## src/rtl/wb_regfile_unpack_pkg.sv

```systemverilog
// rtl/wb_regfile_unpack_pkg.sv - MEM/WB bus field layout shared by packer and unpacker
package wb_regfile_unpack_pkg;

    localparam int WB_DATA_LSB = 0;
    localparam int WB_DATA_MSB = 7;
    localparam int WB_DEST_LSB = 8;
    localparam int WB_DEST_MSB = 11;
    localparam int WB_WE_BIT   = 12;
    localparam int WB_BUS_W    = 13;

    localparam int WB_DATA_W = WB_DATA_MSB - WB_DATA_LSB + 1;
    localparam int WB_ADDR_W = WB_DEST_MSB - WB_DEST_LSB + 1;
    localparam int WB_NREGS  = 2 ** WB_ADDR_W;
    localparam int PC_IDX    = 15;

    function automatic logic [WB_BUS_W-1:0] wb_pack(
        input logic                 we,
        input logic [WB_ADDR_W-1:0] dest,
        input logic [WB_DATA_W-1:0] data
    );
        return {we, dest, data};
    endfunction

endpackage

```

## src/rtl/wb_regfile_unpack_regfile_2r1w.sv

```systemverilog
// rtl/wb_regfile_unpack_regfile_2r1w.sv - 2-read 1-write register array with write-through bypass
import wb_regfile_unpack_pkg::*;

module regfile_2r1w #(
    parameter int DATA_W = WB_DATA_W,
    parameter int ADDR_W = WB_ADDR_W,
    parameter int NREGS  = WB_NREGS
) (
    input  logic              clk,
    input  logic              rst_n,
    input  logic              we_i,
    input  logic [ADDR_W-1:0] waddr_i,
    input  logic [DATA_W-1:0] wdata_i,
    input  logic [ADDR_W-1:0] raddr_a_i,
    input  logic [ADDR_W-1:0] raddr_b_i,
    output logic [DATA_W-1:0] rdata_a_o,
    output logic [DATA_W-1:0] rdata_b_o
);

    logic [DATA_W-1:0] regs_q [NREGS];

    always_ff @(posedge clk or negedge rst_n) begin
        if (!rst_n) begin
            for (int i = 0; i < NREGS; i++) begin
                regs_q[i] <= '0;
            end
        end else if (we_i) begin
            regs_q[waddr_i] <= wdata_i;
        end
    end

    // Bypass compare is qualified by we first so X dest/data never leak when idle.
    always_comb begin
        rdata_a_o = '0;
        rdata_b_o = '0;
        if (rst_n) begin
            rdata_a_o = (we_i && (waddr_i == raddr_a_i)) ? wdata_i : regs_q[raddr_a_i];
            rdata_b_o = (we_i && (waddr_i == raddr_b_i)) ? wdata_i : regs_q[raddr_b_i];
        end
    end

endmodule

```

## src/rtl/wb_regfile_unpack.sv

```systemverilog
// rtl/wb_regfile_unpack.sv - MEM/WB bus consumer: regfile commit, PC redirect, last-write forwarding
import wb_regfile_unpack_pkg::*;

module wb_regfile_unpack #(
    parameter int DATA_W = WB_DATA_W,
    parameter int ADDR_W = WB_ADDR_W,
    parameter int NREGS  = WB_NREGS,
    parameter int PC_REG = PC_IDX,
    parameter int BUS_W  = DATA_W + ADDR_W + 1
) (
    input  logic              nclk,
    input  logic              nrst,
    input  logic [BUS_W-1:0]  wb_bus,
    input  logic [ADDR_W-1:0] rd_addr_a,
    input  logic [ADDR_W-1:0] rd_addr_b,
    output logic [DATA_W-1:0] rd_data_a,
    output logic [DATA_W-1:0] rd_data_b,
    output logic              pc_load,
    output logic [DATA_W-1:0] pc_value,
    output logic              last_wb_valid,
    output logic [ADDR_W-1:0] last_wb_dest,
    output logic [DATA_W-1:0] last_wb_data,
    output logic [7:0]        wr_count
);

    localparam logic [ADDR_W-1:0] PC_ADDR = ADDR_W'(PC_REG);

    logic              we;
    logic [ADDR_W-1:0] dest;
    logic [DATA_W-1:0] wdata;

    assign we    = wb_bus[BUS_W-1];
    assign dest  = wb_bus[DATA_W+ADDR_W-1:DATA_W];
    assign wdata = wb_bus[DATA_W-1:0];

    logic              pc_load_q,  pc_load_d;
    logic [DATA_W-1:0] pc_value_q, pc_value_d;
    logic              last_valid_q, last_valid_d;
    logic [ADDR_W-1:0] last_dest_q,  last_dest_d;
    logic [DATA_W-1:0] last_data_q,  last_data_d;
    logic [7:0]        wr_count_q,   wr_count_d;

    always_comb begin
        pc_load_d    = 1'b0;
        pc_value_d   = pc_value_q;
        last_valid_d = 1'b0;
        last_dest_d  = last_dest_q;
        last_data_d  = last_data_q;
        wr_count_d   = wr_count_q;
        if (we) begin
            last_valid_d = 1'b1;
            last_dest_d  = dest;
            last_data_d  = wdata;
            wr_count_d   = wr_count_q + 8'd1;
            if (dest == PC_ADDR) begin
                pc_load_d  = 1'b1;
                pc_value_d = wdata;
            end
        end
    end

    always_ff @(posedge nclk or negedge nrst) begin
        if (!nrst) begin
            pc_load_q    <= 1'b0;
            pc_value_q   <= '0;
            last_valid_q <= 1'b0;
            last_dest_q  <= '0;
            last_data_q  <= '0;
            wr_count_q   <= '0;
        end else begin
            pc_load_q    <= pc_load_d;
            pc_value_q   <= pc_value_d;
            last_valid_q <= last_valid_d;
            last_dest_q  <= last_dest_d;
            last_data_q  <= last_data_d;
            wr_count_q   <= wr_count_d;
        end
    end

    // R15 is still written into the array so reads of the PC register stay coherent.
    regfile_2r1w #(
        .DATA_W (DATA_W),
        .ADDR_W (ADDR_W),
        .NREGS  (NREGS)
    ) u_regfile (
        .clk       (nclk),
        .rst_n     (nrst),
        .we_i      (we),
        .waddr_i   (dest),
        .wdata_i   (wdata),
        .raddr_a_i (rd_addr_a),
        .raddr_b_i (rd_addr_b),
        .rdata_a_o (rd_data_a),
        .rdata_b_o (rd_data_b)
    );

    assign pc_load       = pc_load_q;
    assign pc_value      = pc_value_q;
    assign last_wb_valid = last_valid_q;
    assign last_wb_dest  = last_dest_q;
    assign last_wb_data  = last_data_q;
    assign wr_count      = wr_count_q;

endmodule

```

## config.mk

```make
export PLATFORM = sky130hd
export DESIGN_NAME = wb_regfile_unpack
export DESIGN_NICKNAME = d
export VERILOG_FILES = /design/src/rtl/wb_regfile_unpack_pkg.sv /design/src/rtl/wb_regfile_unpack_regfile_2r1w.sv /design/src/rtl/wb_regfile_unpack.sv
export SDC_FILE = /design/constraint.sdc
export NUM_CORES = 1
export LEC_CHECK = 0
export CAP_MARGIN = 10
export CELL_PAD_IN_SITES_DETAIL_PLACEMENT = 1
export CELL_PAD_IN_SITES_GLOBAL_PLACEMENT = 1
export CORE_UTILIZATION = 43
export DETAILED_ROUTE_END_ITERATION = 8
export GPL_TIMING_DRIVEN = 1
export PLACE_DENSITY_LB_ADDON = 0.1
export REMOVE_ABC_BUFFERS = 1
export SETUP_SLACK_MARGIN = 0.5
export SLEW_MARGIN = 15
export SYNTH_ARGS = -nofsm -noshare
export SYNTH_HDL_FRONTEND = slang
export SYNTH_SLANG_ARGS = --single-unit
```

## constraint.sdc

```tcl
create_clock -name nclk -period 1.54 [get_ports nclk]
set_input_delay 0.154 -clock nclk [delete_from_list [all_inputs] [get_ports nclk]]
set_output_delay 0.154 -clock nclk [all_outputs]
set_load 0.03 [all_outputs]
```

==> Flow_metrics.wiki <==
{| class="wikitable"
! Metric !! Value
|-
| Run status || finished with violations
|-
| Violations in the final reports || negative hold slack, negative setup slack
|-
| Residual DRC || 0
|-
| Worst-path maximum fanout || 16
|-
| Worst slew margin || 45.6%
|-
| Worst Clk Skew || 0.00176 ns
|-
| Number of hold-repair buffers added at the cts stage || 1
|-
| First-pass detailed-route iteration total || 4
|-
| Count of inserted antenna diode cells || 0
|-
| Flip-flop and latch count after synthesis || 150
|-
| Netlist Area Pre-Place || between 8000 and 9000 um^2
|-
| Vias per inst || 5.95
|-
| Post-route clock period utilization || 146%
|-
| Synth warn || 0
|-
| Number of nets still failing antenna checks after routing || 0
|-
| Flip-flop cell with the highest count after synthesis || dfrtp_1
|-
| Cell at the root of the clock tree || clkbuf_16
|-
| IO Port Bufs || 68
|-
| Startpoint of the lowest-slack register-to-register path || pc_value[3]
|-
| Gate count of the mapped netlist || around 540
|-
| H-tree depth || 4
|-
| Hold Vio Cnt, Final || slightly above 100
|-
| # rows || 50
|-
| Switching part of the total || a little under a third
|-
| Wire length of the first global-routing pass || approximately 40000 um
|-
| Critical path startpoint || rd_addr_b[3]
|-
| Total Neg Setup Slack || -9.96 ns
|-
| Sequential share of power || a little under two fifths
|-
| Die ar. || between 15000 and 20000 um^2
|-
| Height of the die || around 140 um
|-
| Peak ir drop on the vdd network || about 900 uV
|-
| Initial DRC count || 276
|-
| Largest delay share family, worst path || buffers and inverters
|-
| Power density over cell area || about 1300 nW/um^2
|-
| Layout cells sized above 1 || between 60% and 70%
|-
| Pin count of the biggest net entering global routing || between 100 and 150
|-
| Type of the tightest min-delay check || primary input to asynchronous set/reset pin
|-
| End of the worst register-to-register path || pc_value[3]
|-
| Clock Tree Buf Depth || 2
|-
| Chip width || between 100 and 150 um
|-
| Worst-case hold slack || -0.0982 ns
|-
| Routability Congestion || approximately 0.85
|-
| Setup repair after global routing missed its margin || yes
|-
| Yosys top cell by area || dfrtp_1
|-
| Via count of the first global-routing pass || roughly 6000
|-
| Skew-Pair Late Insertion Delay || 0.43 ns
|-
| Final HPWL DP || 16900 um
|-
| Total via count after detailed routing || ~5600
|-
| Global routing usage summed across all routing layers || about 28%
|-
| Sum of overflow across all layers after global routing || 0
|-
| Cell with the largest stage delay on the worst path || clkdlybuf4s50_1
|-
| Initial antenna violation count || 0
|-
| Critical Path AT || about 2.1 ns
|-
| Number of enable flip-flop cells after synthesis || 0
|-
| Top achievable clock speed || 443 MHz
|-
| Post-CTS clock slew at the launch and capture registers of the worst setup and hold paths || 0.06 ns
|-
| Async SR Flop Fraction || 100%
|-
| Worst-Margin Slew || 0.817 ns
|-
| Share of total power in combinational logic || between 30% and 40%
|-
| Per-cell routed wire length || between 20 and 30 um
|-
| Critical Path End Type || output pin
|-
| Max Transition Viols Final || 0
|-
| Reported max-cap violation count || 0
|-
| Area growth from synthesis to layout || 37.6%
|-
| Cell with the most instances after synthesis || dfrtp_1
|-
| CTS Sinks || 150
|-
| Proportion of synthesized chip area in sequential cells || between 40% and 50%
|-
| Number of stages on the worst setup path || 8
|-
| Minimum clock period after layout || 2.26 ns
|-
| Max stage delay on crit path || between 0.5 and 0.6 ns
|-
| Synth top area share || a little under half
|-
| Final core area utilization || between 60% and 70%
|-
| Layout net count || ~700
|-
| CTS tree || built
|-
| Clock group share of total power || 27.9%
|-
| Net switching power of the design || around 4.4 mW
|-
| Number of ports placed on the die boundary || about 70
|-
| Type of origin of the critical path || primary input
|-
| Buffering stage count on the worst path with inverters included || 4
|-
| Synth cell types || 38
|-
| Final setup violating endpoints || 16
|-
| Number of cells traversed by the worst register-to-register path || 5
|-
| Type of the worst setup path || primary input to output pin
|-
| Setup slack after layout || -0.715 ns
|-
| Critical path endpoint || rd_data_b[5]
|-
| Most common library cells after synthesis || 150 x dfrtp_1, 138 x mux2_2, 34 x mux4_2
|-
| List of cells traversed by the critical path || clkdlybuf4s50_1 > buf_12 > buf_12 > mux4_2 > a22oi_1 > nand2_1 > a22o_1 > buf_12
|-
| Synth area leaders || dfrtp_1 46%, mux2_2 19%, mux4_2 9.4%, mux4_1 9.3%, a22oi_1 2.9%
|-
| Setup slack of the most critical reg-to-reg path || about 0.33 ns
|-
| Floorplan Core Area || roughly 19000 um^2
|-
| Average footprint of a synthesized cell || ~15 um^2
|-
| Most common cell type on the critical path || buf_12
|-
| Final wirelength || approximately 25000 um
|-
| Leak || between 4 and 5 nW
|-
| Initial cell density of the core || approximately 44%
|-
| Total clock buffers created by CTS || 17
|-
| Required arrival time at the worst endpoint || 1.39 ns
|-
| Cell internal power dissipation || about 10 mW
|}
-- worst min-delay path by stage --
| stage | to | slack, ns | cells past startpoint |
|---|---|---|---|
| after floorplan | last_wb_data[0] | -0.14 | 0 |
| after global placement | last_wb_dest[0] | -0.02 | 1 |
| after detailed placement | last_wb_dest[0] | -0.02 | 1 |
| after CTS | pc_value[3] | -0.03 | 2 |
| after global routing | last_wb_data[5] | -0.006 | 2 |
| final | u_regfile.regs_q[77] | -0.1 | 2 |
-- final cells by class --
type	instances	area (um^2)
clock buffer	23	508
clock inverter	8	71.3
fill	1675	7450
inverter	1	3.75
multi-input combinational	331	4440
sequential	150	3750
tap	234	293
timing repair buffer	188	2190
-- flip-flops by register name (all words and copies together) (netlist names) --
signal	flops
last_wb_data	8
last_wb_dest	4
last_wb_valid	1
pc_load	1
pc_value	7
u_regfile.regs_q	121
wr_count	8
-- through the flow --
stage	cells	total power [mW]	area, um^2	setup WS, ns	hold WS (ns)
after global routing	935	15.3	11300	-0.766	-0.00561
after floorplan	482	7.70	7750	-0.110	-0.142
after detailed placement	872	9.59	9800	-0.745	-0.0203
after CTS	923	14.4	11000	-0.719	-0.0317
final	935	14.7	11300	-0.715	-0.0982
after global placement	872	9.39	9800	-0.740	-0.0213
-- power by group through the flow --
stage	logic [mW]	clock network, mW	registers (mW)
2_1_floorplan	2.01	0	5.69
3_3_place_gp	3.91	0	5.48
4_1_cts	4.65	4.17	5.59
5_1_grt	5.24	4.34	5.73
3_5_place_dp	3.99	0	5.60
6_report	4.96	4.09	5.63
-- logic make-up (layout without fill, tap and decap cells) --
kind of cell             after synthesis  after routing  share of synthesized area, %
buffers and inverters                 60            220                          5.32
AO/OA/AOI/OAI                         51             51                          4.89
AND/OR/NAND/NOR                       60             60                          3.91
flip-flops                           150            150                          45.9
multiplexers                         204            204                          38.2
adder cells (fa/ha/maj)                1              1                         0.153
XOR/XNOR                              15             15                          1.61
-- layout by cell type (no fill, tap or decap), types with 3 or more instances in the layout --
master	n
dfrtp_1	149
nor2_4	10
xnor2_1	4
buf_4	63
clkdlybuf4s50_1	13
nand2b_1	3
a22o_1	16
nand2b_4	3
a22oi_1	13
buf_6	66
a22oi_2	19
mux4_1	10
mux4_2	53
buf_2	4
xor2_1	10
nor2b_2	3
buf_12	38
mux2_4	63
clkbuf_16	17
nand2_1	18
clkinv_2	5
clkbuf_8	6
mux2_2	75
-- routing by layer --
layer	vias to the layer above	wire length [um]	share of wire, %	track usage, %
met2	143	13000	51	45.3
met3	46	1020	4.0	6.50
met1	3010	10800	43	35.9
met5	-	0	0	0
li1	2362	-	-	-
met4	0	561	2.2	10.0
-- repair_timing --
action                                 4_1_cts  5_1_grt
setup endpoints to repair                  191      111
endpoints found under the hold margin        4       39
gates resized for setup                    371       47
pin swaps                                   25       13
cloned                                       1        0
setup buffers                               18       12
Power figures use the tool's default switching activity.
